**config.mk**
```make
export PLATFORM = sky130hd
export DESIGN_NAME = fetch_unit
export DESIGN_NICKNAME = d
export VERILOG_FILES = /design/src/rtl/cpu_pkg.sv /design/src/rtl/fetch_skid_buf.sv /design/src/rtl/fetch_unit.sv
export SDC_FILE = /design/constraint.sdc
export NUM_CORES = 1
export LEC_CHECK = 0
export ABC_AREA = 1
export BUFFER_PORTS_ARGS = -buffer_cell sky130_fd_sc_hd__buf_2
export CORE_ASPECT_RATIO = 1.4
export CORE_MARGIN = 1.5
export CORE_UTILIZATION = 44
export CTS_BUF_LIST = sky130_fd_sc_hd__clkbuf_8
export DETAILED_ROUTE_END_ITERATION = 7
export PLACE_DENSITY = 0.75
export SLEW_MARGIN = 25
export SYNTH_ARGS = -nofsm -noshare
export SYNTH_HDL_FRONTEND = slang
export SYNTH_HIERARCHICAL = 1
export SYNTH_SLANG_ARGS = --single-unit
```
**constraint.sdc**
```tcl
create_clock -name clk -period 4.6 [get_ports clk]
set_input_delay 0.46 -clock clk [delete_from_list [all_inputs] [get_ports clk]]
set_output_delay 0.46 -clock clk [all_outputs]
set_load 0.02 [all_outputs]
```
**src/rtl/cpu_pkg.sv**
```systemverilog
// Shared CPU definitions: PC-source encodings (common with the ID decoder),
// fetch FSM states and the bubble instruction word.
package cpu_pkg;

  localparam logic [1:0] PCSRC_SEQ  = 2'b00;
  localparam logic [1:0] PCSRC_JUMP = 2'b01;
  localparam logic [1:0] PCSRC_JR   = 2'b10;

  localparam logic [31:0] NOP_INSTR = 32'h0000_0000;

  typedef enum logic [1:0] {
    FETCH_IDLE,
    FETCH_REQ,
    FETCH_DRAIN,
    FETCH_FULL
  } fetch_state_e;

  // j/jal target: region bits of the delay-slot PC joined with the word index
  function automatic logic [31:0] jump_target(input logic [31:0] pc4,
                                              input logic [25:0] index);
    return {pc4[31:28], index, 2'b00};
  endfunction

endpackage

```
**src/rtl/fetch_skid_buf.sv**
```systemverilog
// One-entry {instr, pc4} holding register that catches a fetched word
// arriving while the decode stage is stalled.
module fetch_skid_buf
  import cpu_pkg::*;
(
  input  logic        clk,
  input  logic        reset,
  input  logic        load,
  input  logic        clear,
  input  logic [31:0] load_instr,
  input  logic [31:0] load_pc4,
  output logic [31:0] instr,
  output logic [31:0] pc4,
  output logic        valid
);

  // Clear wins over load so a redirect always empties the buffer
  always_ff @(posedge clk or posedge reset) begin
    if (reset) begin
      valid <= 1'b0;
    end else if (clear) begin
      valid <= 1'b0;
    end else if (load) begin
      valid <= 1'b1;
    end
  end

  always_ff @(posedge clk or posedge reset) begin
    if (reset) begin
      instr <= NOP_INSTR;
      pc4   <= 32'h0;
    end else if (load && !clear) begin
      instr <= load_instr;
      pc4   <= load_pc4;
    end
  end

endmodule

```
**src/rtl/fetch_unit.sv**
```systemverilog
// Instruction-fetch stage: owns the PC, runs the imem req/ack handshake,
// writes IF/ID and applies EX-branch / ID-jump redirects with stale-fetch squashing.
module fetch_unit
  import cpu_pkg::*;
#(
  parameter logic [31:0] RESET_PC  = 32'h0000_0000,
  parameter logic [31:0] NOP_INSTR = cpu_pkg::NOP_INSTR
) (
  input  logic        clk,
  input  logic        reset,
  output logic        imem_req,
  output logic [31:0] imem_addr,
  input  logic        imem_ack,
  input  logic [31:0] imem_rdata,
  input  logic        stall_if,
  input  logic [1:0]  id_pcsrc,
  input  logic [25:0] id_target,
  input  logic [31:0] id_rs_data,
  input  logic        ex_branch_taken,
  input  logic [31:0] ex_branch_target,
  output logic [31:0] if_id_instr,
  output logic [31:0] if_id_pc4,
  output logic        if_id_valid,
  output logic        id_flush
);

  fetch_state_e state;
  logic [31:0]  pc;
  logic [31:0]  stale_addr;
  logic [31:0]  pc_plus4;
  logic         redirect;
  logic [31:0]  redirect_pc;
  logic         jump_ok;
  logic         skid_load;
  logic         skid_clear;
  logic [31:0]  skid_instr;
  logic [31:0]  skid_pc4;
  logic         skid_valid;

  assign pc_plus4  = pc + 32'd4;
  assign id_flush  = ex_branch_taken;
  assign imem_req  = (state == FETCH_REQ) || (state == FETCH_DRAIN);
  assign imem_addr = (state == FETCH_DRAIN) ? stale_addr : pc;

  // Redirect select: EX branch overrides everything; an ID jump only counts
  // for a real instruction that is not being held by the hazard unit.
  always_comb begin
    jump_ok     = if_id_valid && !stall_if;
    redirect    = 1'b0;
    redirect_pc = pc;
    if (ex_branch_taken) begin
      redirect    = 1'b1;
      redirect_pc = ex_branch_target;
    end else if (jump_ok && (id_pcsrc == PCSRC_JUMP)) begin
      redirect    = 1'b1;
      redirect_pc = jump_target(if_id_pc4, id_target);
    end else if (jump_ok && (id_pcsrc == PCSRC_JR)) begin
      redirect    = 1'b1;
      redirect_pc = id_rs_data;
    end
  end

  assign skid_load  = (state == FETCH_REQ) && imem_ack && !redirect && stall_if;
  assign skid_clear = redirect || ((state == FETCH_FULL) && !stall_if);

  fetch_skid_buf u_skid (
    .clk        (clk),
    .reset      (reset),
    .load       (skid_load),
    .clear      (skid_clear),
    .load_instr (imem_rdata),
    .load_pc4   (pc_plus4),
    .instr      (skid_instr),
    .pc4        (skid_pc4),
    .valid      (skid_valid)
  );

  always_ff @(posedge clk or posedge reset) begin
    if (reset) begin
      state       <= FETCH_IDLE;
      pc          <= RESET_PC;
      stale_addr  <= 32'h0;
      if_id_instr <= NOP_INSTR;
      if_id_pc4   <= 32'h0;
      if_id_valid <= 1'b0;
    end else if (redirect) begin
      pc          <= redirect_pc;
      if_id_instr <= NOP_INSTR;
      if_id_valid <= 1'b0;
      case (state)
        FETCH_REQ: begin
          // An un-acked request is still in flight at the old PC; remember it
          if (!imem_ack) begin
            state      <= FETCH_DRAIN;
            stale_addr <= pc;
          end
        end
        FETCH_DRAIN: begin
          if (imem_ack) state <= FETCH_REQ;
        end
        default: state <= FETCH_REQ;
      endcase
    end else begin
      case (state)
        FETCH_IDLE: state <= FETCH_REQ;
        FETCH_REQ: begin
          if (imem_ack) begin
            pc <= pc_plus4;
            if (stall_if) begin
              state <= FETCH_FULL;
            end else begin
              if_id_instr <= imem_rdata;
              if_id_pc4   <= pc_plus4;
              if_id_valid <= 1'b1;
            end
          end
        end
        FETCH_DRAIN: begin
          if (imem_ack) state <= FETCH_REQ;
        end
        FETCH_FULL: begin
          if (!stall_if) begin
            if_id_instr <= skid_instr;
            if_id_pc4   <= skid_pc4;
            if_id_valid <= skid_valid;
            state       <= FETCH_REQ;
          end
        end
        default: state <= FETCH_IDLE;
      endcase
    end
  end

endmodule

```
==> flow_summary.json <==
{
  "crit_fanout": 33,
  "wl_um": 28300,
  "hold_viol_final": 0,
  "cts_max_level": 4,
  "crit_path_start_kind": "register",
  "path_clk_slew_ns": 0.09,
  "relSlewSlack": 0.403,
  "status": "finished clean",
  "root_buffer": "clkbuf_8",
  "cts_buffers": 17,
  "p_seq_frac": 0.424,
  "die_y_um": 185,
  "diodes": 0,
  "p_int_w": 0.00391,
  "core_um2": 23200,
  "cts_buffer_depth": 2,
  "cts.repair.resized": 0,
  "cts_sinks": 196,
  "first_pass_iters": 5,
  "grt_first_pass_wirelength_um": 45900,
  "powerDensity_nw_per_um2": 580,
  "rows": 66,
  "p_leak_nw": 6.34,
  "rsz0062_at_grt": "false",
  "routed_via_density": 5.12,
  "cts_hold_buf": 0,
  "drive_gt1_frac": 0.180,
  "clock_skew_ns": 0.0158,
  "sw_frac_of_total": 0.437,
  "synthCells": 1439,
  "vias": 9879,
  "worstPathArrival_ns": 3.58,
  "synth-seq-cells": 196,
  "finalSetupViolCount": 0,
  "grt_max_degree": 98,
  "cts_tree": "built",
  "syn-num-nets": 1572,
  "maxCapViolCount": 0,
  "syn_area_per_cell_um2": 7.21,
  "die_w_um": 133,
  "fin_util": 0.516,
  "hold_path_class": "primary input to async pin",
  "tns_ns": 0,
  "fin_crit_ns": 3.22,
  "ys_seq_area_frac": 0.473,
  "wire_per_inst_um": 14.7,
  "yosysWarningCount": 6,
  "drt_iter0_markers": 626,
  "clkPwrFrac": 0.167,
  "endpoint_kind": "register",
  "fmax_mhz": 311,
  "grt_pass1_vias": 9037,
  "die-area_um2": 24500,
  "worst_slew_pin_slew_ns": 0.896,
  "clkLatencyLatePin_ns": 0.47,
  "antenna_found_initial": 0,
  "power_frac_comb": 0.409,
  "finalCritPeriodShare": 0.700,
  "synthDistinctLibCells": 25,
  "worstPathRequired_ns": 4.96,
  "crit_type": "register to register",
  "start_util": 0.447,
  "max-vdd-ir-drop_mv": 0.226,
  "nets": 1745,
  "antenna_left": 0,
  "areaGrowthSynthToFinish_pct": 15.5,
  "grtUsageTotal": 0.235,
  "place_congestion": 0.931,
  "dp_hpwl_um": 19700,
  "drc": 0,
  "port_buffers": 227,
  "p_switching_w": 0.00304,
  "slew_violations": 0,
  "ioPinCount": 228,
  "syn_area_um2": 10400,
  "gr-total-overflow": 0,
  "postCtsSetupBuffers": 0
}
## power groups by stage
stage | sequential [W] | clock, W | combinational (W)
finish | 0.00295 | 0.00116 | 0.00284
global placement | 0.00295 | 0 | 0.00278
CTS | 0.00294 | 0.00119 | 0.00285
detailed placement | 0.00297 | 0 | 0.00284
floorplan | 0.00320 | 0 | 0.00169
global route | 0.00305 | 0.00127 | 0.00320
## critical path, cell delays in order (launching register included)
cell     delay [ns]
dfrtp_1        0.44
inv_1          0.07
nor2_1         0.05
nand2_1        0.07
buf_4          0.34
nand3_2        0.17
nor2_4         0.57
inv_1          0.26
nor2_4         0.15
nand2_2        0.39
buf_4          0.43
nand2_1        0.10
nand2_1        0.05
## final cells by class
| cell class | instances | area, um^2 |
|---|---|---|
| Multi-Input combinational cell | 1092 | 4800 |
| Sequential cell | 196 | 4900 |
| Fill cell | 2275 | 11200 |
| Timing Repair Buffer | 241 | 1240 |
| Inverter | 64 | 245 |
| Clock buffer | 18 | 248 |
| Tap cell | 306 | 383 |
| Clock inverter | 14 | 163 |
## flip-flops by register name (all words and copies together), names as in the netlist
register and count:
if_id_instr 32, if_id_valid 1, u_skid/pc4 32, u_skid/instr 32, pc 32, stale_addr 32, state 2, u_skid/valid 1
if_id_pc4 32
## layout by cell type, fill, tap and decap left out
cell        instances
inv_2               4
ha_2                1
nand2_4             1
nand4_1             1
clkinv_2            2
nand2_1           636
clkinvlp_4          1
ha_4                1
a21oi_1            17
clkinv_4            4
inv_6               2
buf_4              14
buf_2             227
nand3_1           144
ha_1                2
nand3_4             1
nand2_2             3
dfrtp_1           196
bufinv_16           3
o21ai_0           116
nor3_1              1
nor2_2              5
a31oi_1             5
a21oi_2             1
nand3_2             1
nor2_1             89
a22oi_1             2
clkbuf_8           18
o211ai_1           30
inv_1              62
xor2_1             12
nor2_4              4
o21ai_1            19
## worst paths after layout
path,start,end,slack (ns),cells past startpoint
max reg2reg,if_id_valid,u_skid/pc4[5],1.38,12
max in group asynchronous,reset,pc[5],3.38,3
min in group clk,ex_branch_target[0],pc[0],0.24,3
max,if_id_valid,u_skid/pc4[5],1.38,12
min,reset,if_id_instr[12],0.21,2
min reg2reg,u_skid/instr[29],u_skid/instr[29],0.48,2
## synthesized netlist by cell type
cell type / instances / area share
a21oi_1: 18 / 0.0087
inv_1: 62 / 0.022
xor2_1: 12 / 0.010
inv_2: 2 / 0.00072
nor3_1: 1 / 0.00048
nor2_1: 90 / 0.033
clkbuf_1: 33 / 0.012
dfrtp_1: 196 / 0.47
o21ai_1: 19 / 0.0092
nor2_2: 5 / 0.0030
nand2_2: 2 / 0.0012
buf_4: 15 / 0.011
nand3_2: 2 / 0.0019
buf_2: 21 / 0.010
buf_1: 9 / 0.0033
buf_6: 9 / 0.0098
nor2_4: 3 / 0.0033
a31oi_1: 5 / 0.0030
ha_1: 4 / 0.0048
o21ai_0: 116 / 0.056
o211ai_1: 30 / 0.022
a22oi_1: 2 / 0.0014
nand4_1: 1 / 0.00060
nand3_1: 144 / 0.069
nand2_1: 638 / 0.23
## cells by family (layout without fill, tap and decap cells)
logic type | count (synthesis) | count (layout) | synth area share
xor gates and xnor gates | 12 | 12 | 0.0101
adders and majority gates | 4 | 4 | 0.00482
DFF | 196 | 196 | 0.473
and+or+nand+nor | 886 | 886 | 0.343
buffers and inverters | 151 | 337 | 0.0691
AOI/OAI and AO/OA | 190 | 190 | 0.100
## per-layer routing
layer / vias to the layer above / GRT usage / wire length (um)
li1: 4939 / - / -
met1: 4570 / 0.308 / 12400
met2: 339 / 0.397 / 13800
met3: 31 / 0.0371 / 1540
met4: 0 / 0.0774 / 602
met5: - / 0 / 0
## per-stage QoR
step	power [W]	worst slack (ns)	hold slack [ns]	area, um^2	instances
final	0.00695	1.38	0.208	12000	1931
after global routing	0.00751	1.08	0.216	12000	1931
after CTS	0.00698	1.37	0.207	12000	1931
after detailed placement	0.00581	1.22	0.454	11500	1899
after global placement	0.00573	1.34	0.449	11500	1899
after floorplan	0.00488	0.642	0.437	10400	1439
Note: power is estimated with default switching activity, not from simulation.
